===== src/rtl/io_port_bank_pkg.sv =====
// io_port_pkg: shared constants and address-map helpers for io_port_bank.
//   out_base()          first OUT_i address
//   in_base(nports)     first IN_i address
//   chg_base(nports)    first CHG_i address
//   ctrl_addr(nports)   CTRL register address
//   CTRL_IRQ_EN / CTRL_PAT_EN   CTRL bit positions
//   ARM_CYCLES          post-reset cycles before change detection is armed
package io_port_pkg;

    localparam int CTRL_IRQ_EN = 0;
    localparam int CTRL_PAT_EN = 1;
    localparam int CTRL_W      = 2;
    localparam int ARM_CYCLES  = 3;

    function automatic int out_base();
        return 0;
    endfunction

    function automatic int in_base(input int nports);
        return nports;
    endfunction

    function automatic int chg_base(input int nports);
        return 2 * nports;
    endfunction

    function automatic int ctrl_addr(input int nports);
        return 3 * nports;
    endfunction

endpackage


===== src/rtl/io_port_bank_if.sv =====
// io_port_bank_if: single-cycle command bus between the core and io_port_bank.
//   wr_en, rd_en, addr, wdata   core -> bank command
//   rdata, rd_valid             bank -> core read return, one cycle after rd_en
// Modports: master (core side), slave (bank side).
interface io_port_bank_if #(
    parameter int W      = 8,
    parameter int ADDR_W = 6
) ();
    logic              wr_en;
    logic              rd_en;
    logic [ADDR_W-1:0] addr;
    logic [W-1:0]      wdata;
    logic [W-1:0]      rdata;
    logic              rd_valid;

    modport master (
        output wr_en, rd_en, addr, wdata,
        input  rdata, rd_valid
    );

    modport slave (
        input  wr_en, rd_en, addr, wdata,
        output rdata, rd_valid
    );
endinterface


===== src/rtl/io_port_bank_sync_edge.sv =====
// io_sync_edge: per-port input conditioning.
//   clk, rst     clock, synchronous active-high reset
//   armed        enables change detection (low during the post-reset window)
//   d_in         asynchronous W-bit input
//   sync_out     synchronised value (second sync stage)
//   chg          registered 1-cycle pulse: synchronised value differs from history
module io_sync_edge #(
    parameter int W = 8
) (
    input  logic         clk,
    input  logic         rst,
    input  logic         armed,
    input  logic [W-1:0] d_in,
    output logic [W-1:0] sync_out,
    output logic         chg
);

    logic [W-1:0] s1_q, s1_d;
    logic [W-1:0] s2_q, s2_d;
    logic [W-1:0] s3_q, s3_d;
    logic         chg_q, chg_d;

    always_comb begin
        s1_d  = d_in;
        s2_d  = s1_q;
        s3_d  = s2_q;
        // Registering the compare puts the flag set three edges after the input edge.
        chg_d = armed & (s2_q != s3_q);
    end

    always_ff @(posedge clk) begin
        if (rst) begin
            s1_q  <= '0;
            s2_q  <= '0;
            s3_q  <= '0;
            chg_q <= 1'b0;
        end else begin
            s1_q  <= s1_d;
            s2_q  <= s2_d;
            s3_q  <= s3_d;
            chg_q <= chg_d;
        end
    end

    assign sync_out = s2_q;
    assign chg      = chg_q;

endmodule


===== src/rtl/io_port_bank.sv =====
// io_port_bank: memory-mapped bank of NPORTS input and NPORTS output ports.
//   clk, rst     clock, synchronous active-high reset
//   bus          io_port_bank_if slave: write/read commands, registered read return
//   port_in      asynchronous inputs, port i = [i*W +: W]
//   port_out     output lanes (OUT regs, or pattern counter when pat_en)
//   out_strobe   bit i pulses for one cycle after OUT_i is written
//   irq          registered irq_en & any change flag
// Map: OUT_i at i, IN_i at NPORTS+i, CHG_i at 2*NPORTS+i, CTRL at 3*NPORTS.
module io_port_bank
    import io_port_pkg::*;
#(
    parameter int W      = 8,
    parameter int NPORTS = 16,
    parameter int ADDR_W = 6
) (
    input  logic                  clk,
    input  logic                  rst,
    io_port_bank_if.slave         bus,
    input  logic [NPORTS*W-1:0]   port_in,
    output logic [NPORTS*W-1:0]   port_out,
    output logic [NPORTS-1:0]     out_strobe,
    output logic                  irq
);

    logic [NPORTS-1:0][W-1:0] out_q, out_d;
    logic [NPORTS-1:0]        flag_q, flag_d;
    logic [NPORTS-1:0]        strobe_q, strobe_d;
    logic [CTRL_W-1:0]        ctrl_q, ctrl_d;
    logic [W-1:0]             pat_q, pat_d;
    logic [W-1:0]             rdata_q, rdata_d;
    logic                     rd_valid_q, rd_valid_d;
    logic                     irq_q, irq_d;
    logic [1:0]               arm_cnt_q, arm_cnt_d;
    logic                     armed;

    logic [NPORTS-1:0][W-1:0] sync_val;
    logic [NPORTS-1:0]        chg;

    assign armed = (arm_cnt_q == 2'(ARM_CYCLES));

    for (genvar i = 0; i < NPORTS; i++) begin : g_port
        io_sync_edge #(
            .W (W)
        ) u_sync (
            .clk      (clk),
            .rst      (rst),
            .armed    (armed),
            .d_in     (port_in[i*W +: W]),
            .sync_out (sync_val[i]),
            .chg      (chg[i])
        );
    end

    always_comb begin
        out_d      = out_q;
        ctrl_d     = ctrl_q;
        strobe_d   = '0;
        flag_d     = flag_q;
        rdata_d    = '0;
        rd_valid_d = bus.rd_en;
        arm_cnt_d  = armed ? arm_cnt_q : arm_cnt_q + 2'd1;
        pat_d      = ctrl_q[CTRL_PAT_EN] ? pat_q + W'(1) : pat_q;
        irq_d      = ctrl_q[CTRL_IRQ_EN] & (|flag_q);

        if (bus.wr_en) begin
            for (int i = 0; i < NPORTS; i++) begin
                if (bus.addr == ADDR_W'(out_base() + i)) begin
                    out_d[i]    = bus.wdata;
                    strobe_d[i] = 1'b1;
                end
            end
            if (bus.addr == ADDR_W'(ctrl_addr(NPORTS))) begin
                ctrl_d = bus.wdata[CTRL_W-1:0];
            end
        end

        // Read data is taken from current (pre-write) register state.
        if (bus.rd_en) begin
            for (int i = 0; i < NPORTS; i++) begin
                if (bus.addr == ADDR_W'(out_base() + i)) begin
                    rdata_d = out_q[i];
                end
                if (bus.addr == ADDR_W'(in_base(NPORTS) + i)) begin
                    rdata_d = sync_val[i];
                end
                if (bus.addr == ADDR_W'(chg_base(NPORTS) + i)) begin
                    rdata_d   = W'(flag_q[i]);
                    flag_d[i] = 1'b0;
                end
            end
            if (bus.addr == ADDR_W'(ctrl_addr(NPORTS))) begin
                rdata_d = W'(ctrl_q);
            end
        end

        // A change arriving in the read-clear cycle keeps the flag set.
        flag_d = flag_d | chg;
    end

    always_ff @(posedge clk) begin
        if (rst) begin
            out_q      <= '0;
            flag_q     <= '0;
            strobe_q   <= '0;
            ctrl_q     <= '0;
            pat_q      <= '0;
            rdata_q    <= '0;
            rd_valid_q <= 1'b0;
            irq_q      <= 1'b0;
            arm_cnt_q  <= '0;
        end else begin
            out_q      <= out_d;
            flag_q     <= flag_d;
            strobe_q   <= strobe_d;
            ctrl_q     <= ctrl_d;
            pat_q      <= pat_d;
            rdata_q    <= rdata_d;
            rd_valid_q <= rd_valid_d;
            irq_q      <= irq_d;
            arm_cnt_q  <= arm_cnt_d;
        end
    end

    assign port_out     = ctrl_q[CTRL_PAT_EN] ? {NPORTS{pat_q}} : out_q;
    assign out_strobe   = strobe_q;
    assign irq          = irq_q;
    assign bus.rdata    = rdata_q;
    assign bus.rd_valid = rd_valid_q;

endmodule

===== src/flat_wrapper.sv =====
// flat-port wrapper written by rule: the top's interface ports become plain ports
module io_port_bank_flat import io_port_pkg::*;
#(
    parameter int W      = 8,
    parameter int NPORTS = 16,
    parameter int ADDR_W = 6
)
  (clk, rst, port_in, port_out, out_strobe, irq, bus_wr_en, bus_rd_en, bus_addr, bus_wdata, bus_rdata, bus_rd_valid);
  io_port_bank_if #(.W(W), .ADDR_W(ADDR_W)) bus_i ();
  input  logic clk;
  input  logic rst;
  input  logic [NPORTS*W-1:0] port_in;
  output logic [NPORTS*W-1:0] port_out;
  output logic [NPORTS-1:0] out_strobe;
  output logic irq;
  input wire logic [$bits(bus_i.wr_en)-1:0] bus_wr_en;
  input wire logic [$bits(bus_i.rd_en)-1:0] bus_rd_en;
  input wire logic [$bits(bus_i.addr)-1:0] bus_addr;
  input wire logic [$bits(bus_i.wdata)-1:0] bus_wdata;
  output wire logic [$bits(bus_i.rdata)-1:0] bus_rdata;
  output wire logic [$bits(bus_i.rd_valid)-1:0] bus_rd_valid;
  assign bus_i.wr_en = bus_wr_en;
  assign bus_i.rd_en = bus_rd_en;
  assign bus_i.addr = bus_addr;
  assign bus_i.wdata = bus_wdata;
  assign bus_rdata = bus_i.rdata;
  assign bus_rd_valid = bus_i.rd_valid;
  io_port_bank #(.W(W), .NPORTS(NPORTS), .ADDR_W(ADDR_W)) u_core (.clk(clk), .rst(rst), .bus(bus_i), .port_in(port_in), .port_out(port_out), .out_strobe(out_strobe), .irq(irq));
endmodule

===== config.mk =====
export PLATFORM = sky130hd
export DESIGN_NAME = io_port_bank_flat
export DESIGN_NICKNAME = d
export VERILOG_FILES = /design/src/rtl/io_port_bank_pkg.sv /design/src/rtl/io_port_bank_if.sv /design/src/rtl/io_port_bank_sync_edge.sv /design/src/rtl/io_port_bank.sv /design/src/flat_wrapper.sv
export SDC_FILE = /design/constraint.sdc
export NUM_CORES = 1
export LEC_CHECK = 0
export CORE_MARGIN = 2
export CORE_UTILIZATION = 46
export DETAILED_ROUTE_END_ITERATION = 10
export HOLD_SLACK_MARGIN = 0.02
export PLACE_DENSITY = 0.68
export SLEW_MARGIN = 20
export SYNTH_ARGS = -nofsm -noshare
export SYNTH_HDL_FRONTEND = slang
export SYNTH_SLANG_ARGS = --single-unit

===== constraint.sdc =====
create_clock -name clk -period 4.7 [get_ports clk]
set_input_delay 1.175 -clock clk [delete_from_list [all_inputs] [get_ports clk]]
set_output_delay 1.175 -clock clk [all_outputs]
set_load 0.01 [all_outputs]

-- Word-level counts from Yosys, hierarchy flattened
Cells that the tools add are included.
- register bits after elaboration: 582
- bits in latches: 0
- memory bits (writable): 0
- bits in read-only memories: 0
- input port bits: 146
- output and inout bits: 154
- logic and storage cells: 281
- memories kept: 0
- add/sub/neg operators: 2
- $mul: 0
- div/mod/pow operators: 0
- magnitude comparators: 0
- eq/ne operators: 65
- shifts and indexed selects: 0
- muxes and demuxes: 83
- bitwise gates (word level): 20
- reduce and logical (&&, ||, !) cells: 22
- operators by type and width (cell ; number):
    2-to-1 mux 8 bit ; 47
    2-to-1 mux 128 bit ; 1
    inequality test 8 bit ; 16
    equality test 6 bit (second input constant) ; 17
    equality test 6 x 5 -> 1 bit (second input constant) ; 16
    equality test 6 x 4 -> 1 bit (second input constant) ; 8
    AND reduction 2 bit ; 17
    2-to-1 mux 1 bit ; 32
    equality test 6 x 3 -> 1 bit (second input constant) ; 4
    bitwise AND 1 bit ; 17
    2-to-1 mux 16 bit ; 1
    OR 16 bit ; 1
    OR reduction 16 bit ; 1
    equality test 6 x 2 -> 1 bit (second input constant) ; 2
    adder 8 x 1 -> 8 bit (second input constant) ; 1
    equality test 6 x 1 -> 1 bit (second input constant) ; 1
    logical NOT 6 bit ; 1
    2-to-1 mux 2 bit ; 2
    OR reduction 2 bit ; 2
    OR reduction 4 bit ; 1
    adder 2 x 1 -> 2 bit (second input constant) ; 1
    equality test 2 bit (second input constant) ; 1
    inverter 1 bit ; 2

-- Longest topological paths before layout
Gate-level depths: netlist of the first run.
- word-level depth: 50
- depth in mapped cells: 10

-- By module
Synthesis of the first run repeated with hierarchy kept, for this count alone.
- cells, all modules: 2542
- area, all modules: 23138.4 um^2
- by module, submodules not included (module ; times used ; cells each ; area each (um^2) ; sequential area each (um^2)):
    io_sync_edge ; 16 ; 63 ; 760.7 ; 500.5
    io_port_bank ; 1 ; 1534 ; 10966.8 ; 3643.5

-- Worst setup path after synthesis of the first run
Ideal clock, no wire load.
- path type: input to register
- start point: input bus_addr[3]
- end point: register u_core.rdata_q[4], in the netlist u_core.bus.rdata[4]
- library setup time: 0.124 ns
- arrival: 2.868 ns
- required time: 4.576 ns
- setup slack: 1.709 ns
- cell stages on the path: 10
- buffers on the path: 3
- path through: buf_4 > nand4b_2 > or2_1 > buf_2 > buf_4 > o221ai_2 > a21oi_1 > a2111oi_1 > and3_1 > a211oi_2
- word-level cells in the longest chain between the ends: 48
- elaborated cells between the ends (all ways): 97
- classes of those cells: eq/ne: 48; mux: 47; reduce/logical: 2
- RTL lines (item ; RTL line ; text):
    start, declared ; flat_wrapper.sv:18 ; input wire logic [$bits(bus_i.addr)-1:0] bus_addr;
    logical NOT 6 bit ; io_port_bank.sv:80 ; if (bus.addr == ADDR_W'(out_base() + i)) begin
    2-to-1 mux 8 bit ; io_port_bank.sv:80 ;
    2-to-1 mux 8 bit ; io_port_bank.sv:83 ; if (bus.addr == ADDR_W'(in_base(NPORTS) + i)) begin
    2-to-1 mux 8 bit ; io_port_bank.sv:86 ; if (bus.addr == ADDR_W'(chg_base(NPORTS) + i)) begin
    2-to-1 mux 8 bit ; io_port_bank.sv:80 ;
    2-to-1 mux 8 bit ; io_port_bank.sv:83 ;
    2-to-1 mux 8 bit ; io_port_bank.sv:86 ;
    2-to-1 mux 8 bit ; io_port_bank.sv:80 ;
    [... 32 more ...] ; -- ;
    2-to-1 mux 8 bit ; io_port_bank.sv:80 ;
    2-to-1 mux 8 bit ; io_port_bank.sv:83 ;
    2-to-1 mux 8 bit ; io_port_bank.sv:86 ;
    2-to-1 mux 8 bit ; io_port_bank.sv:80 ;
    2-to-1 mux 8 bit ; io_port_bank.sv:83 ;
    2-to-1 mux 8 bit ; io_port_bank.sv:86 ;
    2-to-1 mux 8 bit ; io_port_bank.sv:80 ;
    2-to-1 mux 8 bit ; io_port_bank.sv:83 ;
    end signal, assigned ; io_port_bank.sv:117 ; rdata_q <= rdata_d;
    end, declared ; io_port_bank.sv:30 ; logic [W-1:0] rdata_q, rdata_d;
Several ways; a longest one is shown, not always the timed one.
A chain may end at the register's enable or synchronous reset.

-- Worst setup path after layout of the first run
- start point: register u_core.ctrl_q[1]
- end point: output port_out[26]
- word-level cells in the longest chain between the ends: 1
- RTL lines (item ; RTL line ; text):
    start, declared ; io_port_bank.sv:28 ; logic [CTRL_W-1:0] ctrl_q, ctrl_d;
    start signal, assigned ; io_port_bank.sv:115 ; ctrl_q <= ctrl_d;
    2-to-1 mux 128 bit ; io_port_bank.sv:124 ; assign port_out = ctrl_q[CTRL_PAT_EN] ? {NPORTS{pat_q}} : out_q;
    end, declared ; flat_wrapper.sv:13 ; output logic [NPORTS*W-1:0] port_out;
Every way passes these cells.

==> run summary, run 1 <==
Outcome: finished, final reports clean
Final core utilization: 57.7%
Largest net degree at the start of global routing: 173
Slew Limit Fails: 0
Avg Vias per Cell: 5.42
GRT Overall Usage: 29.7%
CP Capture Type: primary output
Commonest non-fill, non-tap cell in the layout: dfxtp_1
R2r setup slk: 2.31 ns
FF+latch count, synth: 582
Initial DRC Count: 1748
Ys flop type: dfxtp_1
VDD IR-drop max: 0.413 mV
Leak Pwr: 11.6 nW
Critical path type: reg2out
Met3 WL post-DR: 5.73 mm
Die area: 51900 sq um
TritonRoute pass-1 iters: 5
Post-CTS Setup Inserts: 0
H-Tree Depth: 2
Netlist Area Pre-Place: 23100 sq um
Final wirelength: 78.8 mm
Wirelength per Cell: 22.7 microns
Die X: 228 microns
Min-delay worst type: reg2reg
Post-DP HPWL: 59.0 mm
Pint: 8.68 mW
Placer Congestion: 0.964
Net Sw Frac: 22.4%
Max Used Layer: met5
Min Tclk post-route: 4.25 ns
Setup TNS: 0 ns
Slew margin rel.: 27.1%
Largest fanout on the critical path: 71
Met2 wire length: 34.6 mm
Worst hold stages: 1
Starting Density: 46.2%
Final Non-Filler Cells: 3463
Post-synthesis cell type count: 83
Avg Inst Size Synth: 9.20 sq um
Commonest non-fill, non-tap cells in the layout: dfxtp_1, nor2b_1, clkdlybuf4s50_1
Worst R2R Path Depth: 5
Pwr/cell area: 389 nW/um^2
Clock slew at reported path FFs: 0.07 ns
Max-cap violations: 0
Number of synthesized flops with an enable pin: 0
CP Launch Type: register
Setup Skew: 0.0213 ns
Tightest Pin Transition: 1.09 ns
Num CTS Buffers: 58
Fin crit share: 90.3%
Final Setup Violations: 0
Vias after detailed routing: 18775
Vias in the first global route: 18063
Comb power frac: 6.2%
Placed Cells: 3352
Worst-Skew Late Latency: 0.62 ns
Net switching power: 2.51 mW
I/O pin count: 300
CTS tree: yes
Crit path DAT: 3.07 ns
Total Power: 11.2 mW
Layout area overhead: 24.7%
First-pass GRT wire length: 117 mm
Fraction of layout cells with a size suffix above 1: 7.49%
Post-synthesis cell count: 2506
Drt drc: 0
Grt ovf: 0
Max Clk Rate: 236 MHz
Port buffer count: 299
Worst-case clock buffer depth: 3
Post-CTS sizing: 0
Initial antenna violation count: 2
Clock root buffer master: clkbuf_16
Min-delay src: u_core.g_port[4].u_sync.s1_q[2]$_SDFF_PP0_
Setup repair after global routing missed its margin: false
Yosys warns: 0
Detail Route Antenna Nets: 0
Core ar.: 49900 sq um
Post-synthesis sequential area ratio: 50.5%
Final Hold Fails: 0
Async set-or-reset flop fraction in the synthesized netlist: 0%
Setup crit start: u_core.ctrl_q[1]$_SDFFE_PP0P_
Hold-fix buffer count after cts: 0
CTS sink count: 582
Met1 wire length: 37.0 mm
Worst EP required: 3.52 ns
Rows: 82
Syn_nets: 2654
Sequential share of power: 46.7%
Fillers: 4453
Die Y: 228 microns
Clock share of power: 47.1%
NumNets Final: 2888
Worst R2R Start: u_core.ctrl_q[1]$_SDFFE_PP0P_
[cells in the mapped netlist (all sizes together) (20+ instances only)]
master / number / share of area, %
xor2: 134 / 5.1
clkbuf: 127 / 2.1
nor2b: 388 / 11
a22oi: 24 / 0.80
dfxtp: 582 / 51
nand3: 102 / 2.2
mux2i: 80 / 3.5
inv: 134 / 2.2
nand2: 153 / 2.5
buf: 46 / 1.2
o21ai: 182 / 4.0
nor3: 20 / 0.46
nor4: 40 / 1.1
nor2: 151 / 2.5
a21oi: 131 / 2.8
[metal layers]
metal / track usage [%] / up-vias
met4: 6.82 / 2
met1: 43.4 / 9108
met3: 5.35 / 91
li1: - / 8843
met5: 0 / -
met2: 45.7 / 731
[registers in the layout, summed over array words and instances, names as in the netlist]
| register | count |
|---|---|
| u_core.ctrl_q | 2 |
| u_core.out_q | 128 |
| u_core.bus.rd_valid | 1 |
| u_core.irq | 1 |
| u_core.flag_q | 16 |
| u_core.arm_cnt_q | 2 |
| u_core.g_port.u_sync.s1_q | 128 |
| u_core.g_port.u_sync.s3_q | 128 |
| u_core.bus.rdata | 8 |
| u_core.out_strobe | 16 |
| u_core.g_port.u_sync.chg | 16 |
| u_core.pat_q | 8 |
| u_core.g_port.u_sync.sync_out | 128 |
[power by group through the flow]
stage / registers, mW / logic, mW / clock network (mW)
floorplan: 5.26 / 0.418 / 0
global placement: 5.32 / 0.681 / 0
detailed placement: 5.33 / 0.689 / 0
CTS: 5.22 / 0.694 / 5.35
global route: 5.23 / 0.752 / 5.56
finish: 5.22 / 0.693 / 5.27
[final cells by class]
cell class	count	area, sq um	share of cell area [%]
antenna	2	5.00	0.0174
clock buffer	75	1650	5.73
clock inverter	34	567	1.97
inverter	134	503	1.75
multi-input combinational	1617	10100	35.3
sequential	582	11700	40.5
tap	672	841	2.92
timing repair buffer	347	3380	11.8
[worst max-delay path, stage by stage (launching register included)]
cell             delay, ns
dfxtp_4               0.73
nand2_1               0.72
o21ai_0               0.35
clkdlybuf4s50_1       0.59
[through the flow]
stage,hold WS [ns],worst slack [ns],cell area (sq um)
6_report,0.431,0.455,28700
3_5_place_dp,0.422,0.338,26500
2_1_floorplan,0.413,1.71,23100
4_1_cts,0.435,0.479,28700
3_3_place_gp,0.420,0.382,26500
5_1_grt,0.453,0.333,28700
[final timing paths]
path	to
max	port_out[26]
min	u_core.g_port[4].u_sync.sync_out[2]$_SDFF_PP0_
max reg2reg	u_core.pat_q[5]$_SDFFE_PP0P_
min reg2reg	u_core.g_port[4].u_sync.sync_out[2]$_SDFF_PP0_
[cell families after synthesis]
group | Yosys count | share of synthesized area [%]
compound gates | 470 | 13.1
xor+xnor | 137 | 5.20
fa+ha+maj | 2 | 0.109
buf+inv | 307 | 5.45
flops | 582 | 50.5
mux | 80 | 3.47
simple gates | 928 | 22.2
No activity file was read; power rests on OpenSTA's default activity.
==> inputs of run 2 (changes only) <==
--- a/config.mk
+++ b/config.mk
@@ -8,8 +8,9 @@
 export CORE_MARGIN = 2
 export CORE_UTILIZATION = 46
 export DETAILED_ROUTE_END_ITERATION = 10
-export HOLD_SLACK_MARGIN = 0.02
+export HOLD_SLACK_MARGIN = 0.12
 export PLACE_DENSITY = 0.68
+export RECOVER_POWER = 25
 export SLEW_MARGIN = 20
 export SYNTH_ARGS = -nofsm -noshare
 export SYNTH_HDL_FRONTEND = slang
==> run summary, run 2 (same netlist as run 1, synthesis figures left out) <==
Drt drc: 0 (unchanged)
Min-delay worst type: reg2reg
Outcome: finished, violations left
Initial DRC Count: 1751 (+0.17%)
Net switching power: 2.50 mW (about the same)
Vias in the first global route: 18063 (unchanged)
Fin crit share: 90.3% (about the same)
Worst EP required: 3.52 ns (about the same)
Tightest Pin Transition: 2.65 ns (+1.56 ns)
R2r setup slk: 2.31 ns (about the same)
Commonest non-fill, non-tap cells in the layout: dfxtp_1, nor2b_1, clkdlybuf4s50_1
Violated checks: max-capacitance violations, max-slew violations
Final core utilization: 57.6% (about the same)
Max-cap violations: 1 (+1)
Layout area overhead: 24.6% (about the same)
Fillers: 4453 (unchanged)
Crit path DAT: 3.07 ns (about the same)
Rows: 82 (unchanged)
Critical path type: reg2out
Avg Vias per Cell: 5.43 (about the same)
Clock slew at reported path FFs: 0.07 ns (about the same)
Clock root buffer master: clkbuf_16
Comb power frac: 6.2% (about the same)
I/O pin count: 300 (unchanged)
Setup repair after global routing missed its margin: false
NumNets Final: 2888 (unchanged)
Clock share of power: 47.1% (about the same)
CTS sink count: 582 (unchanged)
Die area: 51900 sq um (unchanged)
Port buffer count: 299 (unchanged)
Setup Skew: 0.0223 ns (+0.00107 ns)
Worst-Skew Late Latency: 0.62 ns (about the same)
PnR worst setup slack: 0.455 ns (+0.000623 ns)
Net Sw Frac: 22.4% (about the same)
Die X: 228 microns (unchanged)
Starting Density: 46.2% (unchanged)
Fraction of layout cells with a size suffix above 1: 7.46% (-0.036 points)
H-Tree Depth: 2 (unchanged)
Slew Limit Fails: 125 (+125)
Grt ovf: 0 (unchanged)
Min Tclk post-route: 4.24 ns (-0.000623 ns)
Total Power: 11.2 mW (about the same)
Vias after detailed routing: 18793 (+0.096%)
Sequential share of power: 46.7% (about the same)
Largest fanout on the critical path: 71 (unchanged)
Worst hold stages: 1 (unchanged)
CP Launch Type: register
Setup Slack @ Placement: 0.338 ns (unchanged)
Largest net degree at the start of global routing: 173 (unchanged)
VDD IR-drop max: 0.414 mV (+0.25%)
Pwr/cell area: 389 nW/um^2 (about the same)
Post-DP HPWL: 59.0 mm (unchanged)
Post-CTS sizing: 0 (unchanged)
Wirelength per Cell: 22.8 microns (about the same)
TritonRoute pass-1 iters: 7 (+2)
Num CTS Buffers: 58 (unchanged)
Pint: 8.68 mW (about the same)
Hold-fix buffer count after cts: 0 (unchanged)
Worst R2R Path Depth: 5 (unchanged)
Leak Pwr: 11.6 nW (about the same)
Die Y: 228 microns (unchanged)
Final Hold Fails: 0 (unchanged)
Final Non-Filler Cells: 3463 (unchanged)
Initial antenna violation count: 2 (unchanged)
Setup TNS: 0 ns (unchanged)
Commonest non-fill, non-tap cell in the layout: dfxtp_1
Worst-case clock buffer depth: 3 (unchanged)
Detail Route Antenna Nets: 0 (unchanged)
CTS tree: yes
First-pass GRT wire length: 117 mm (unchanged)
Final Setup Violations: 0 (unchanged)
CP Capture Type: primary output
Post-CTS Setup Inserts: 0 (unchanged)
Final wirelength: 78.8 mm (about the same)
Core ar.: 49900 sq um (unchanged)
Placer Congestion: 0.964 (unchanged)
Placed Cells: 3352 (unchanged)
Max Clk Rate: 236 MHz (about the same)
Slew margin rel.: -76.5% (-100 points)
GRT Overall Usage: 29.7% (unchanged)
-- run 2: stage by stage --
| stage | hold WS (ns) | instance area (sq um) |
|---|---|---|
| floorplan | 0.413 | 23100 |
| global placement | 0.420 | 26500 |
| detailed placement | 0.422 | 26500 |
| CTS | 0.435 | 28700 |
| global route | 0.453 | 28700 |
| finish | 0.431 | 28700 |
-- run 2: worst max-delay path, cell delays in order, from the launching register on --
cell,delay [ns]
dfxtp_4,0.73
nand2_1,0.72
o21ai_0,0.35
clkdlybuf4s50_1,0.59
-- run 2: layout make-up --
class / instances / area [sq um] / share of cell area (%)
inverter: 134 / 503 / 1.75
clock buffer: 75 / 1650 / 5.73
timing repair buffer: 347 / 3370 / 11.7
tap: 672 / 841 / 2.93
sequential: 582 / 11700 / 40.6
clock inverter: 34 / 567 / 1.97
antenna: 2 / 5.00 / 0.0174
multi-input combinational: 1617 / 10100 / 35.3
-- run 2: worst paths after layout --
kind / startpoint / to
worst max register to register: u_core.ctrl_q[1]$_SDFFE_PP0P_ / u_core.pat_q[5]$_SDFFE_PP0P_
worst max-delay path: u_core.ctrl_q[1]$_SDFFE_PP0P_ / port_out[26]
worst min-delay path: u_core.g_port[4].u_sync.s1_q[2]$_SDFF_PP0_ / u_core.g_port[4].u_sync.sync_out[2]$_SDFF_PP0_
worst min register to register: u_core.g_port[4].u_sync.s1_q[2]$_SDFF_PP0_ / u_core.g_port[4].u_sync.sync_out[2]$_SDFF_PP0_
-- run 2: power groups by stage --
stage                     sequential, mW  combinational [mW]  clock, mW
after floorplan                     5.26               0.418          0
after global placement              5.32               0.681          0
after detailed placement            5.33               0.689          0
after CTS                           5.22               0.694       5.35
after global routing                5.23               0.753       5.56
final                               5.22               0.693       5.27
-- run 2: routing by layer --
layer,wire [microns],global-route usage (%)
met5,11,0
met2,34600,45.7
met3,5850,5.35
met4,1420,6.82
met1,36900,43.4
==> inputs of run 3 (changes only) <==
--- a/config.mk
+++ b/config.mk
@@ -5,12 +5,11 @@
 export SDC_FILE = /design/constraint.sdc
 export NUM_CORES = 1
 export LEC_CHECK = 0
-export CORE_MARGIN = 2
 export CORE_UTILIZATION = 46
 export DETAILED_ROUTE_END_ITERATION = 10
 export HOLD_SLACK_MARGIN = 0.12
 export PLACE_DENSITY = 0.68
-export RECOVER_POWER = 25
+export RECOVER_POWER = 100
 export SLEW_MARGIN = 20
 export SYNTH_ARGS = -nofsm -noshare
 export SYNTH_HDL_FRONTEND = slang
==> run summary, run 3 (same netlist as run 1, synthesis figures left out) <==
Outcome: finished, violations left
Violated checks: max-capacitance violations, max-slew violations
Worst EP required: 5.18 ns (+1.66 ns)
Sequential share of power: 50.6% (+3.9 points)
Max Used Layer: met5
Fraction of layout cells with a size suffix above 1: 6.20% (-1.3 points)
Placed Cells: 3338 (-0.42%)
TritonRoute pass-1 iters: 6 (-1)
Slew margin rel.: -77.8% (-1.3 points)
First-pass GRT wire length: 113 mm (-3.4%)
VDD IR-drop max: 0.402 mV (-2.9%)
Drt drc: 0 (unchanged)
Worst-Skew Late Latency: 0.61 ns (about the same)
Vias in the first global route: 17912 (-0.84%)
Leak Pwr: 11.8 nW (+2.4%)
Hold-fix buffer count after cts: 0 (unchanged)
Grt ovf: 0 (unchanged)
Final Hold Fails: 0 (unchanged)
Setup Slack @ Placement: -0.00913 ns (-0.347 ns)
CTS tree: yes
Starting Density: 46.9% (+0.67 points)
Commonest non-fill, non-tap cells in the layout: dfxtp_1, nor2b_1, o21ai_0
Num CTS Buffers: 57 (-1.7%)
Final core utilization: 57.5% (-0.14 points)
Setup repair after global routing missed its margin: false
Worst hold margin: 0.430 ns (-0.000987 ns)
Avg Vias per Cell: 5.45 (+0.47%)
Final Setup Violations: 0 (unchanged)
Wirelength per Cell: 22.6 microns (-0.69%)
Critical path type: in2reg
Detail Route Antenna Nets: 0 (unchanged)
Initial antenna violation count: 5 (+3)
Min-delay worst type: reg2reg
Max Clk Rate: 226 MHz (-4.2%)
CP Launch Type: input port
Commonest non-fill, non-tap cell in the layout: dfxtp_1
Setup Skew: 0.0169 ns (-0.00546 ns)
Max-cap violations: 1 (unchanged)
Initial DRC Count: 1851 (+5.7%)
Die area: 51000 sq um (-1.7%)
Largest fanout on the critical path: 14 (-80%)
H-Tree Depth: 2 (unchanged)
Worst hold stages: 1 (unchanged)
Pint: 7.92 mW (-8.7%)
NumNets Final: 2881 (-0.24%)
Placer Congestion: 0.966 (+0.24%)
PnR worst setup slack: 0.267 ns (-0.188 ns)
Post-CTS Setup Inserts: 0 (unchanged)
Total Power: 10.3 mW (-7.7%)
Clock share of power: 42.8% (-4.3 points)
Post-DP HPWL: 58.4 mm (-1.1%)
Layout area overhead: 22.5%
Pwr/cell area: 365 nW/um^2 (-6.2%)
I/O pin count: 300 (unchanged)
Net switching power: 2.39 mW (-4.5%)
Min Tclk post-route: 4.43 ns (+0.188 ns)
Die X: 226 microns (-0.88%)
Dpl cell area: 26500 sq um (about the same)
Final wirelength: 77.7 mm (-1.5%)
Fin crit share: 94.3% (+4.0 points)
Tightest Pin Transition: 2.67 ns (+0.0200 ns)
Comb power frac: 6.7% (+0.5 points)
CTS sink count: 582 (unchanged)
Met3 WL post-DR: 5.32 mm (-9.2%)
Core ar.: 49200 sq um (-1.4%)
Met2 wire length: 33.5 mm (-3.2%)
Worst-case clock buffer depth: 3 (unchanged)
Post-CTS sizing: 0 (unchanged)
Clock root buffer master: clkbuf_16
Rows: 81 (-1.2%)
Die Y: 226 microns (-0.88%)
Clock slew at reported path FFs: 0.07 ns (about the same)
Crit path DAT: 4.91 ns (+1.84 ns)
Setup TNS: 0 ns (unchanged)
Port buffer count: 299 (unchanged)
Largest net degree at the start of global routing: 165 (-4.6%)
Ant. Diodes: 0 (-2)
Vias after detailed routing: 18735 (-0.31%)
CP Capture Type: register
GRT Overall Usage: 30.0% (+0.30 points)
Net Sw Frac: 23.2% (+0.80 points)
Met1 wire length: 37.0 mm (+0.23%)
Slew Limit Fails: 135 (+8.0%)
Worst R2R Path Depth: 5 (unchanged)
Final Non-Filler Cells: 3436 (-0.78%)
Final instance area: 28300 sq um (-1.7%)
## run 3: cell types whose count changed in the layout (fill, tap and decap cells not counted), moves of 3 or more
cell,change
clkbuf_8,+3
clkdlybuf4s50_1,-153
dlygate4sd3_1,+153
inv_6,-3
bufinv_16,-13
buf_4,-16
clkinv_2,-6
clkbuf_1,+15
## run 3: path summary, 6_finish.rpt
| kind | start | end | slack, ns |
|---|---|---|---|
| min | u_core.g_port[13].u_sync.s1_q[4]$_SDFF_PP0_ | u_core.g_port[13].u_sync.sync_out[4]$_SDFF_PP0_ | 0.43 |
| max | bus_addr[5] | u_core.bus.rdata[5]$_SDFF_PP0_ | 0.27 |
| min reg2reg | u_core.g_port[13].u_sync.s1_q[4]$_SDFF_PP0_ | u_core.g_port[13].u_sync.sync_out[4]$_SDFF_PP0_ | 0.43 |
| max reg2reg | u_core.g_port[14].u_sync.sync_out[5]$_SDFF_PP0_ | u_core.bus.rdata[5]$_SDFF_PP0_ | 2.31 |
## run 3: metal layers
layer	global-route usage (%)	vias up
li1	-	8809
met1	44.6	9133
met2	44.5	697
met4	8.14	4
met3	4.81	92
met5	0	-
## run 3: final cells by class
class | count | area, sq um
clock buffers | 85 | 1670
inverters | 134 | 503
repair buffers | 341 | 3320
fillers | 4335 | 20900
flip-flops and latches | 582 | 11700
well taps | 664 | 831
clock inverters | 13 | 144
multi-input cells | 1617 | 10100
## run 3: worst max-delay path: stages
cell,delay [ns]
dlygate4sd3_1,0.57
clkbuf_1,0.47
or2_1,0.43
nor2_1,0.24
buf_4,0.24
a22o_1,0.23
a2111oi_1,1.06
o41a_1,0.41
a211oi_2,0.07
## run 3: power groups by stage
stage | registers, mW | clock network, mW | logic (mW)
after floorplan | 5.26 | 0 | 0.418
after detailed placement | 5.32 | 0 | 0.688
after CTS | 5.21 | 4.50 | 0.692
after global routing | 5.22 | 4.71 | 0.741
after global placement | 5.32 | 0 | 0.678
final | 5.21 | 4.41 | 0.686
